===== src/rtl/fe_fetch_addr_gen.sv =====
// Fetch address generator: issues line-aligned I-cache requests, buffers returned lines
// for decode, and restarts fetch on writeback EIP redirects.
module fe_fetch_addr_gen #(
   parameter logic [31:0] RESET_EIP = 32'hFFFF_FFF0,
   parameter int          DEPTH     = 2
) (
   input  logic         clk,
   input  logic         rst_n,
   input  logic         i_redirect_v,
   input  logic [31:0]  i_redirect_eip,
   output logic         o_ic_req,
   output logic [31:0]  o_ic_addr,
   input  logic         i_ic_ack,
   input  logic         i_ic_rdata_v,
   input  logic [127:0] i_ic_rdata,
   output logic         o_fe_line_v,
   output logic [127:0] o_fe_line,
   output logic [31:0]  o_fe_line_addr,
   output logic [3:0]   o_fe_start_off,
   input  logic         i_de_pop
);

   localparam int PW = (DEPTH > 1) ? $clog2(DEPTH) : 1;
   localparam int CW = $clog2(DEPTH + 1);

   typedef enum logic [1:0] {IDLE, REQ, WAIT, DROP} state_t;

   state_t         r_state, w_state_nx;
   logic [31:0]    r_fetch_addr, w_fetch_nx;
   logic [3:0]     r_pend_off, w_pend_nx;
   logic           r_ic_req;
   logic [31:0]    r_ic_addr;
   logic [PW-1:0]  r_head, r_tail, w_head_nx, w_tail_nx;
   logic [CW-1:0]  r_count, w_count_np, w_count_nx;
   logic [127:0]   r_mem_line [DEPTH];
   logic [31:0]    r_mem_addr [DEPTH];
   logic [3:0]     r_mem_off  [DEPTH];
   logic           r_fe_line_v;
   logic [127:0]   r_fe_line, w_nh_line;
   logic [31:0]    r_fe_line_addr, w_nh_addr;
   logic [3:0]     r_fe_start_off, w_nh_off;
   logic           w_push, w_pop;

   function automatic logic [PW-1:0] ptr_inc(input logic [PW-1:0] p);
      return (p == PW'(DEPTH - 1)) ? '0 : p + PW'(1);
   endfunction

   // A redirect squashes both the same-cycle pop and the same-cycle data return.
   assign w_pop      = i_de_pop && r_fe_line_v && !i_redirect_v;
   assign w_push     = (r_state == WAIT) && i_ic_rdata_v && !i_redirect_v;
   assign w_count_np = r_count + CW'(w_push) - CW'(w_pop);

   always_comb begin
      w_state_nx = r_state;
      w_fetch_nx = r_fetch_addr;
      w_pend_nx  = r_pend_off;
      w_head_nx  = w_pop  ? ptr_inc(r_head) : r_head;
      w_tail_nx  = w_push ? ptr_inc(r_tail) : r_tail;
      w_count_nx = w_count_np;
      if (i_redirect_v) begin
         w_fetch_nx = {i_redirect_eip[31:4], 4'h0};
         w_pend_nx  = i_redirect_eip[3:0];
         w_head_nx  = '0;
         w_tail_nx  = '0;
         w_count_nx = '0;
         if ((r_state == WAIT && !i_ic_rdata_v) || (r_state == REQ && i_ic_ack) ||
             r_state == DROP)
            w_state_nx = DROP;
         else
            w_state_nx = REQ;
      end else begin
         case (r_state)
            IDLE: if (r_count < CW'(DEPTH)) w_state_nx = REQ;
            REQ: if (i_ic_ack) begin
               w_state_nx = WAIT;
               w_fetch_nx = r_fetch_addr + 32'd16;
            end
            WAIT: if (i_ic_rdata_v) begin
               w_pend_nx  = 4'h0;
               w_state_nx = (w_count_np < CW'(DEPTH)) ? REQ : IDLE;
            end
            DROP: if (i_ic_rdata_v) w_state_nx = REQ;
            default: w_state_nx = IDLE;
         endcase
      end
   end

   // Next head entry, bypassing the line being written when it lands at the new head.
   always_comb begin
      w_nh_line = r_mem_line[w_head_nx];
      w_nh_addr = r_mem_addr[w_head_nx];
      w_nh_off  = r_mem_off[w_head_nx];
      if (w_push && r_tail == w_head_nx) begin
         w_nh_line = i_ic_rdata;
         w_nh_addr = r_ic_addr;
         w_nh_off  = r_pend_off;
      end
   end

   always_ff @(posedge clk or negedge rst_n) begin
      if (!rst_n) begin
         r_state        <= IDLE;
         r_fetch_addr   <= {RESET_EIP[31:4], 4'h0};
         r_pend_off     <= RESET_EIP[3:0];
         r_ic_req       <= 1'b0;
         r_ic_addr      <= '0;
         r_head         <= '0;
         r_tail         <= '0;
         r_count        <= '0;
         r_fe_line_v    <= 1'b0;
         r_fe_line      <= '0;
         r_fe_line_addr <= '0;
         r_fe_start_off <= '0;
      end else begin
         r_state      <= w_state_nx;
         r_fetch_addr <= w_fetch_nx;
         r_pend_off   <= w_pend_nx;
         r_ic_req     <= (w_state_nx == REQ);
         if (w_state_nx == REQ) r_ic_addr <= w_fetch_nx;
         r_head       <= w_head_nx;
         r_tail       <= w_tail_nx;
         r_count      <= w_count_nx;
         r_fe_line_v  <= (w_count_nx != '0);
         if (w_count_nx != '0) begin
            r_fe_line      <= w_nh_line;
            r_fe_line_addr <= w_nh_addr;
            r_fe_start_off <= w_nh_off;
         end
      end
   end

   always_ff @(posedge clk) begin
      if (w_push) begin
         r_mem_line[r_tail] <= i_ic_rdata;
         r_mem_addr[r_tail] <= r_ic_addr;
         r_mem_off[r_tail]  <= r_pend_off;
      end
   end

   assign o_ic_req       = r_ic_req;
   assign o_ic_addr      = r_ic_addr;
   assign o_fe_line_v    = r_fe_line_v;
   assign o_fe_line      = r_fe_line;
   assign o_fe_line_addr = r_fe_line_addr;
   assign o_fe_start_off = r_fe_start_off;

endmodule


===== config.mk =====
export PLATFORM = sky130hd
export DESIGN_NAME = fe_fetch_addr_gen
export DESIGN_NICKNAME = d
export VERILOG_FILES = /design/src/rtl/fe_fetch_addr_gen.sv
export SDC_FILE = /design/constraint.sdc
export NUM_CORES = 1
export LEC_CHECK = 0
export CORE_MARGIN = 8
export CORE_UTILIZATION = 58
export CTS_CLUSTER_SIZE = 28
export DETAILED_ROUTE_END_ITERATION = 12
export GPL_TIMING_DRIVEN = 0
export PLACE_DENSITY = 0.85
export SLEW_MARGIN = 25
export SYNTH_ARGS = -nofsm -noshare
export SYNTH_HDL_FRONTEND = slang
export SYNTH_SLANG_ARGS = --single-unit

===== constraint.sdc =====
create_clock -name clk -period 22.7 [get_ports clk]
set_input_delay 4.54 -clock clk [delete_from_list [all_inputs] [get_ports clk]]
set_output_delay 4.54 -clock clk [all_outputs]
set_load 0.01 [all_outputs]

==> results of run 1 <==
## how the worst max path moves through the flow
stage	startpoint	to	slack, ps	cells after the start
5_1_grt	i_redirect_v	o_fe_line[19]$_DFFE_PN0P_	13100	17
3_3_place_gp	i_ic_rdata_v	r_mem_line[1][67]$_DFFE_PP_	5460	4
6_report	i_redirect_v	o_fe_line[92]$_DFFE_PN0P_	13440	17
4_1_cts	i_redirect_v	o_fe_line[92]$_DFFE_PN0P_	13490	17
3_5_place_dp	i_redirect_v	o_fe_line[18]$_DFFE_PN0P_	13010	17
2_1_floorplan	i_ic_rdata_v	r_mem_addr[0][0]$_DFFE_PP_	10230	3
## critical path, stage by stage
cell	delay (ps)
clkdlybuf4s50_1	480
clkbuf_1	440
clkbuf_1	510
clkbuf_1	490
clkbuf_1	480
nor2_1	120
ha_1	310
inv_1	50
ha_1	150
xnor3_1	230
nor2_1	140
nor2_1	110
inv_1	80
clkbuf_1	730
clkbuf_1	410
o21ai_0	190
o21ai_0	290
## kinds of logic after synthesis
kind of cell,after synthesis,share of synthesized area [%]
AOI/OAI and AO/OA,549,14.4
buffers and inverters,134,2.34
DFF,568,70.4
muxes,28,1.39
and+or+nand+nor,457,10.3
adders and majority gates,3,0.166
xor gates and xnor gates,23,1.01
## final cells by class
cell class | count | area, um^2
repair buffers | 381 | 4080
fillers | 2384 | 9400
well taps | 518 | 648
clock buffers | 72 | 1490
clock inverters | 32 | 322
flip-flops and latches | 568 | 15900
inverters | 11 | 41.3
diodes | 10 | 25.0
multi-input cells | 1060 | 6170
plain buffers | 123 | 488
## registers in the layout, indices dropped and copies added, names as in the netlist
register	flops
o_fe_line_v	1
o_fe_line_addr	32
r_head	1
r_mem_off	8
r_mem_line	256
r_fetch_addr	32
r_pend_off	4
o_fe_start_off	4
o_fe_line	128
r_state	2
o_ic_addr	32
r_mem_addr	64
r_count	2
o_ic_req	1
r_tail	1
## cell usage after synthesis, drive strengths merged (4+ instances only)
library cell / count / area, um^2
and4: 4 / 35.0
o211ai: 4 / 30.0
inv: 10 / 37.5
nor3: 8 / 40.0
nand4: 6 / 37.5
nand2b: 5 / 31.3
mux2: 26 / 293
nor2b: 171 / 1070
xor2: 6 / 52.6
a22o: 5 / 43.8
o21ai: 345 / 1730
a21oi: 9 / 45.0
buf: 13 / 75.1
dfstp: 28 / 736
nand2: 206 / 773
nor2: 22 / 82.6
xnor2: 15 / 131
nand3: 10 / 50.1
nor4: 8 / 56.3
a31oi: 5 / 31.3
dfrtp: 212 / 5310
a21o: 5 / 37.5
edfxtp: 328 / 9850
clkbuf: 110 / 413
a211oi: 166 / 1250
## routing by layer
metal | routed length, um | part of all wire, %
met1 | 24300 | 38
met2 | 32200 | 50
met3 | 5070 | 7.9
met4 | 2800 | 4.3
met5 | 0 | 0
## power groups by stage
stage | sequential [uW] | clock [uW] | combinational [uW]
2_1_floorplan | 1470 | 0 | 179
3_3_place_gp | 1420 | 0 | 701
3_5_place_dp | 1430 | 0 | 728
4_1_cts | 1410 | 916 | 738
5_1_grt | 1430 | 959 | 784
6_report | 1420 | 909 | 732
## metrics by stage
step	power, uW	cell area [um^2]
finish	3060	29200
global route	3180	29200
CTS	3070	29100
detailed placement	2160	27300
global placement	2130	26900
floorplan	1650	22600
==> flow_summary.yaml, run 1 <==
synthesis:
  ys_async_sr_fraction_pct: 42.3
  syn_nets: 1931
  yosysSeqAreaShare_pct: 70.4
  syn_area_um2: 22600
  synth_cell_types: 56
  synth-edff-count: 328
  synth_seq_cells: 568
  syn_inst: 1762
  syn_area_per_cell_um2: 12.8
  ys.flop_type: "edfxtp_1"
  yosysWarnings: 0
clocking:
  clockRootBuffer: "clkbuf_16"
  clock-sinks: 568
  cts_setup_buffers: 0
  clkTransAtPathRegs_ps: 60
  htree_levels: 2
  postCtsHoldBufs: 0
  cts_buffers: 55
  cts.path.max_buffers: 3
  tritoncts: "done"
  cts_resized: 0
  worstSkewPairLatency_ps: 610
sta:
  setup_viol: 0
  rsz0062_at_grt: "false"
  hold_slack_ps: 475
  finalHoldViolCount: 0
  post-route-period-util_pct: 40.8
  tightest_slew_ps: 1060
  fin_skew_ps: 25.5
  final_max_slew_viol_count: 0
  setup_tns_ps: 0
  slew_headroom_pct: 29.2
  period_needed_ps: 9260
  layout_setup_ws_ps: 13440
  clock.fmax_mhz: 108
die:
  coreArea_um2: 38600
  rows: 72
  dieArea_um2: 45500
  die_w_um: 213
  die_y_um: 213
  start_util_pct: 58.6
  ioPinCount: 364
hold_path:
  holdPathStages: 2
  min-delay-start: "o_fe_line[75]$_DFFE_PN0P_"
  hp-class: "flop to flop"
  min_to: "o_fe_line[75]$_DFFE_PN0P_"
power:
  p_switching_uw: 872
  pwr-share-comb_pct: 23.9
  seq_power_share_pct: 46.3
  power.density_nw_per_um2: 105
  p_leak_uw: 0.0107
  p_clk_share_pct: 29.7
  p_int_uw: 2190
  vdd_ir_drop_max_uv: 90.2
  swShare_pct: 28.5
placed_design:
  dp_cells: 2661
  place_ws_ps: 13010
  gp_congestion: 0.896
  place_hpwl_um: 43600
  port-buffer-count: 363
critical_path:
  arrival_ps: 9760
  crit_required_ps: 23190
  r2r-start: "r_state[0]$_DFF_PN0_"
  reg2regPathDepth: 14
  crit_fanout: 10
  ff2ff_setup_slack_ps: 18570
  start_kind: "input port"
  reg2reg_to: "o_fe_line[92]$_DFFE_PN0P_"
  cp-end-kind: "flop"
  critical_path_class: "input port to flop"
detailed_routing:
  vias: 16667
  viasPerCell: 6.01
  ant_nets: 0
  drt_iter0_markers: 1505
  wirelength_um: 64500
  dr.pass1.iters: 5
  drc_errors: 0
  wl_per_cell_um: 23.2
grt:
  grt_max_degree: 88
  busiest_layer: "met2"
  grt_pass1_wl_um: 97600
  grt_util_all_layers_pct: 27.8
  met1_usage_pct: 35.0
  use_met3_pct: 5.08
  grt_pass1_vias: 17202
  antenna_found_initial: 8
  overflow: 0
  grt_use_met2_pct: 46.3
job:
  max-cap-violations: 0
run_status:
  status: "complete, no violations"
cells_and_area:
  finish.utilization_pct: 75.6
  instances_no_fill: 2775
  syn2layout_area_growth_pct: 29.2
  mostFrequentLayoutCell: "clkdlybuf4s50_1"
  nNetsFinal: 2369
  layout_common_cells: "362 x clkdlybuf4s50_1, 345 x o21ai_0, 328 x edfxtp_1"
  drive_above_1_share_pct: 7.97
(Power assumes the default switching activity.)
==> inputs of run 2 (changes only) <==
--- a/config.mk
+++ b/config.mk
@@ -6,11 +6,11 @@
 export NUM_CORES = 1
 export LEC_CHECK = 0
 export CORE_MARGIN = 8
-export CORE_UTILIZATION = 58
+export CORE_UTILIZATION = 48
 export CTS_CLUSTER_SIZE = 28
 export DETAILED_ROUTE_END_ITERATION = 12
 export GPL_TIMING_DRIVEN = 0
-export PLACE_DENSITY = 0.85
+export PLACE_DENSITY = 0.75
 export SLEW_MARGIN = 25
 export SYNTH_ARGS = -nofsm -noshare
 export SYNTH_HDL_FRONTEND = slang
==> constraint.sdc (replaced) <==
create_clock -name clk -period 8.2 [get_ports clk]
set_input_delay 1.64 -clock clk [delete_from_list [all_inputs] [get_ports clk]]
set_output_delay 1.64 -clock clk [all_outputs]
set_load 0.01 [all_outputs]
==> flow_summary.yaml, run 2 (same netlist as run 1, synthesis figures left out) <==
cells_and_area:
  nNetsFinal: 2374
  instances_no_fill: 2871
  syn2layout_area_growth_pct: 30.5
  multi_input_area_um2: 6170
  largest_reg_flops: 256
  mostFrequentLayoutCell: "clkdlybuf4s50_1"
  final-seq-area_um2: 15900
  fillCellCount: 3523
  regMostFlops: "r_mem_line"
  layout_common_cells: "362 x clkdlybuf4s50_1, 345 x o21ai_0, 328 x edfxtp_1"
  drive_above_1_share_pct: 8.03
placed_design:
  dp_cells: 2752
  gp_congestion: 0.861
  place_hpwl_um: 44000
  port-buffer-count: 363
critical_path:
  cp-end-kind: "flop"
  reg2reg_to: "o_fe_line[16]$_DFFE_PN0P_"
  arrival_ps: 6770
  start_kind: "input port"
  crit_fanout: 10
  r2r-start: "r_state[0]$_DFF_PN0_"
  ff2ff_setup_slack_ps: 4220
  crit_required_ps: 8700
  critical_path_class: "input port to flop"
  reg2regPathDepth: 14
die:
  rows: 79
  die_w_um: 233
  die_y_um: 233
  start_util_pct: 48.6
  dieArea_um2: 54200
  ioPinCount: 364
  coreArea_um2: 46500
power:
  power.density_nw_per_um2: 291
  seq_power_share_pct: 45.7
  p_clk_share_pct: 31.1
  pwr-share-comb_pct: 23.2
  vdd_ir_drop_max_uv: 204
  p_int_uw: 6210
  p_leak_uw: 0.0107
  swShare_pct: 27.5
  p_switching_uw: 2360
clocking:
  postCtsHoldBufs: 0
  cts_buffers: 57
  clock-sinks: 568
  tritoncts: "done"
  cts_setup_buffers: 0
  clockRootBuffer: "clkbuf_16"
  cts_resized: 0
  worstSkewPairLatency_ps: 610
  cts.path.max_buffers: 3
  clkTransAtPathRegs_ps: 60
  htree_levels: 2
detailed_routing:
  ant_nets: 0
  dr.pass1.iters: 5
  viasPerCell: 5.61
  drc_errors: 0
  wl_per_cell_um: 22.0
  drt_iter0_markers: 1212
  wirelength_um: 63200
  vias: 16100
job:
  max-cap-violations: 0
grt:
  antenna_found_initial: 13
  grt_util_all_layers_pct: 22.7
  grt_pass1_wl_um: 95800
  grt_pass1_vias: 16524
  overflow: 0
  grt_max_degree: 86
hold_path:
  holdPathStages: 2
  hp-class: "flop to flop"
  min-delay-start: "o_fe_line[25]$_DFFE_PN0P_"
  min_to: "o_fe_line[25]$_DFFE_PN0P_"
sta:
  slew_headroom_pct: 35.1
  period_needed_ps: 6260
  rsz0062_at_grt: "false"
  setup_tns_ps: 0
  finalHoldViolCount: 0
  final_max_slew_viol_count: 0
  clock.fmax_mhz: 160
  tightest_slew_ps: 973
  fin_skew_ps: 25.0
  setup_viol: 0
  post-route-period-util_pct: 76.4
  hold_slack_ps: 475
run_status:
  status: "complete, no violations"
-- run 2: cell count changes in the layout (fill, tap and decap cells not counted), moves of 3 or more --
| cell | before | now |
|---|---|---|
| clkbuf_1 | 122 | 129 |
| clkbuf_16 | 55 | 59 |
| clkinv_1 | 8 | 5 |
| clkinv_2 | 14 | 7 |
-- run 2: metrics by stage --
stage	power [uW]	area [um^2]	worst slack, ps	util, %
floorplan	4570	22600	-1370	-
global placement	5910	27000	-6620	58.1
detailed placement	5970	27500	1250	59.2
CTS	8650	29400	1860	63.3
global route	8940	29500	1560	63.4
finish	8570	29500	1940	63.4
-- run 2: critical path: stages --
cell and delay, ps:
clkdlybuf4s50_1 480, clkbuf_1 440, clkbuf_1 530, clkbuf_1 500, clkbuf_1 520, nor2_1 120
ha_1 310, inv_1 50, ha_1 140, xnor3_1 220, nor2_1 130, nor2_1 120
inv_1 80, clkbuf_1 680, clkbuf_1 450, o21ai_0 150, o21ai_0 190
-- run 2: layout make-up --
cell class	count	share of cell area, %
Antenna cell	11	0.0934
Buffer	123	1.66
Clock buffer	86	5.59
Clock inverter	21	0.964
Inverter	11	0.140
Multi-Input combinational cell	1060	20.9
Sequential cell	568	53.9
Tap cell	607	2.58
Timing Repair Buffer	384	14.1
-- run 2: routing by layer --
metal  global-route usage [%]  part of all wire [%]  vias up
li1                         -                     -     7362
met1                     28.9                    40     8016
met2                     37.6                    49      598
met3                     5.13                   7.0      118
met4                     9.05                   3.3        6
met5                        0                 0.071        -
-- run 2: worst max-delay path by stage --
stage | slack (ps) | to | from | cells past startpoint
final | 1940 | o_fe_line[16]$_DFFE_PN0P_ | i_redirect_v | 17
after global routing | 1560 | o_fe_line[16]$_DFFE_PN0P_ | i_redirect_v | 17
after CTS | 1860 | o_fe_line[16]$_DFFE_PN0P_ | i_redirect_v | 17
after detailed placement | 1250 | o_fe_line[17]$_DFFE_PN0P_ | i_redirect_v | 17
after global placement | -6620 | r_mem_line[1][79]$_DFFE_PP_ | i_ic_rdata_v | 4
after floorplan | -1370 | r_mem_addr[0][0]$_DFFE_PP_ | i_ic_rdata_v | 3
-- run 2: power by group through the flow --
stage	clock, uW	combinational [uW]	sequential [uW]
4_1_cts	2710	2020	3910
3_5_place_dp	0	2010	3960
6_report	2670	1990	3920
5_1_grt	2830	2140	3970
3_3_place_gp	0	1950	3960
2_1_floorplan	0	494	4080
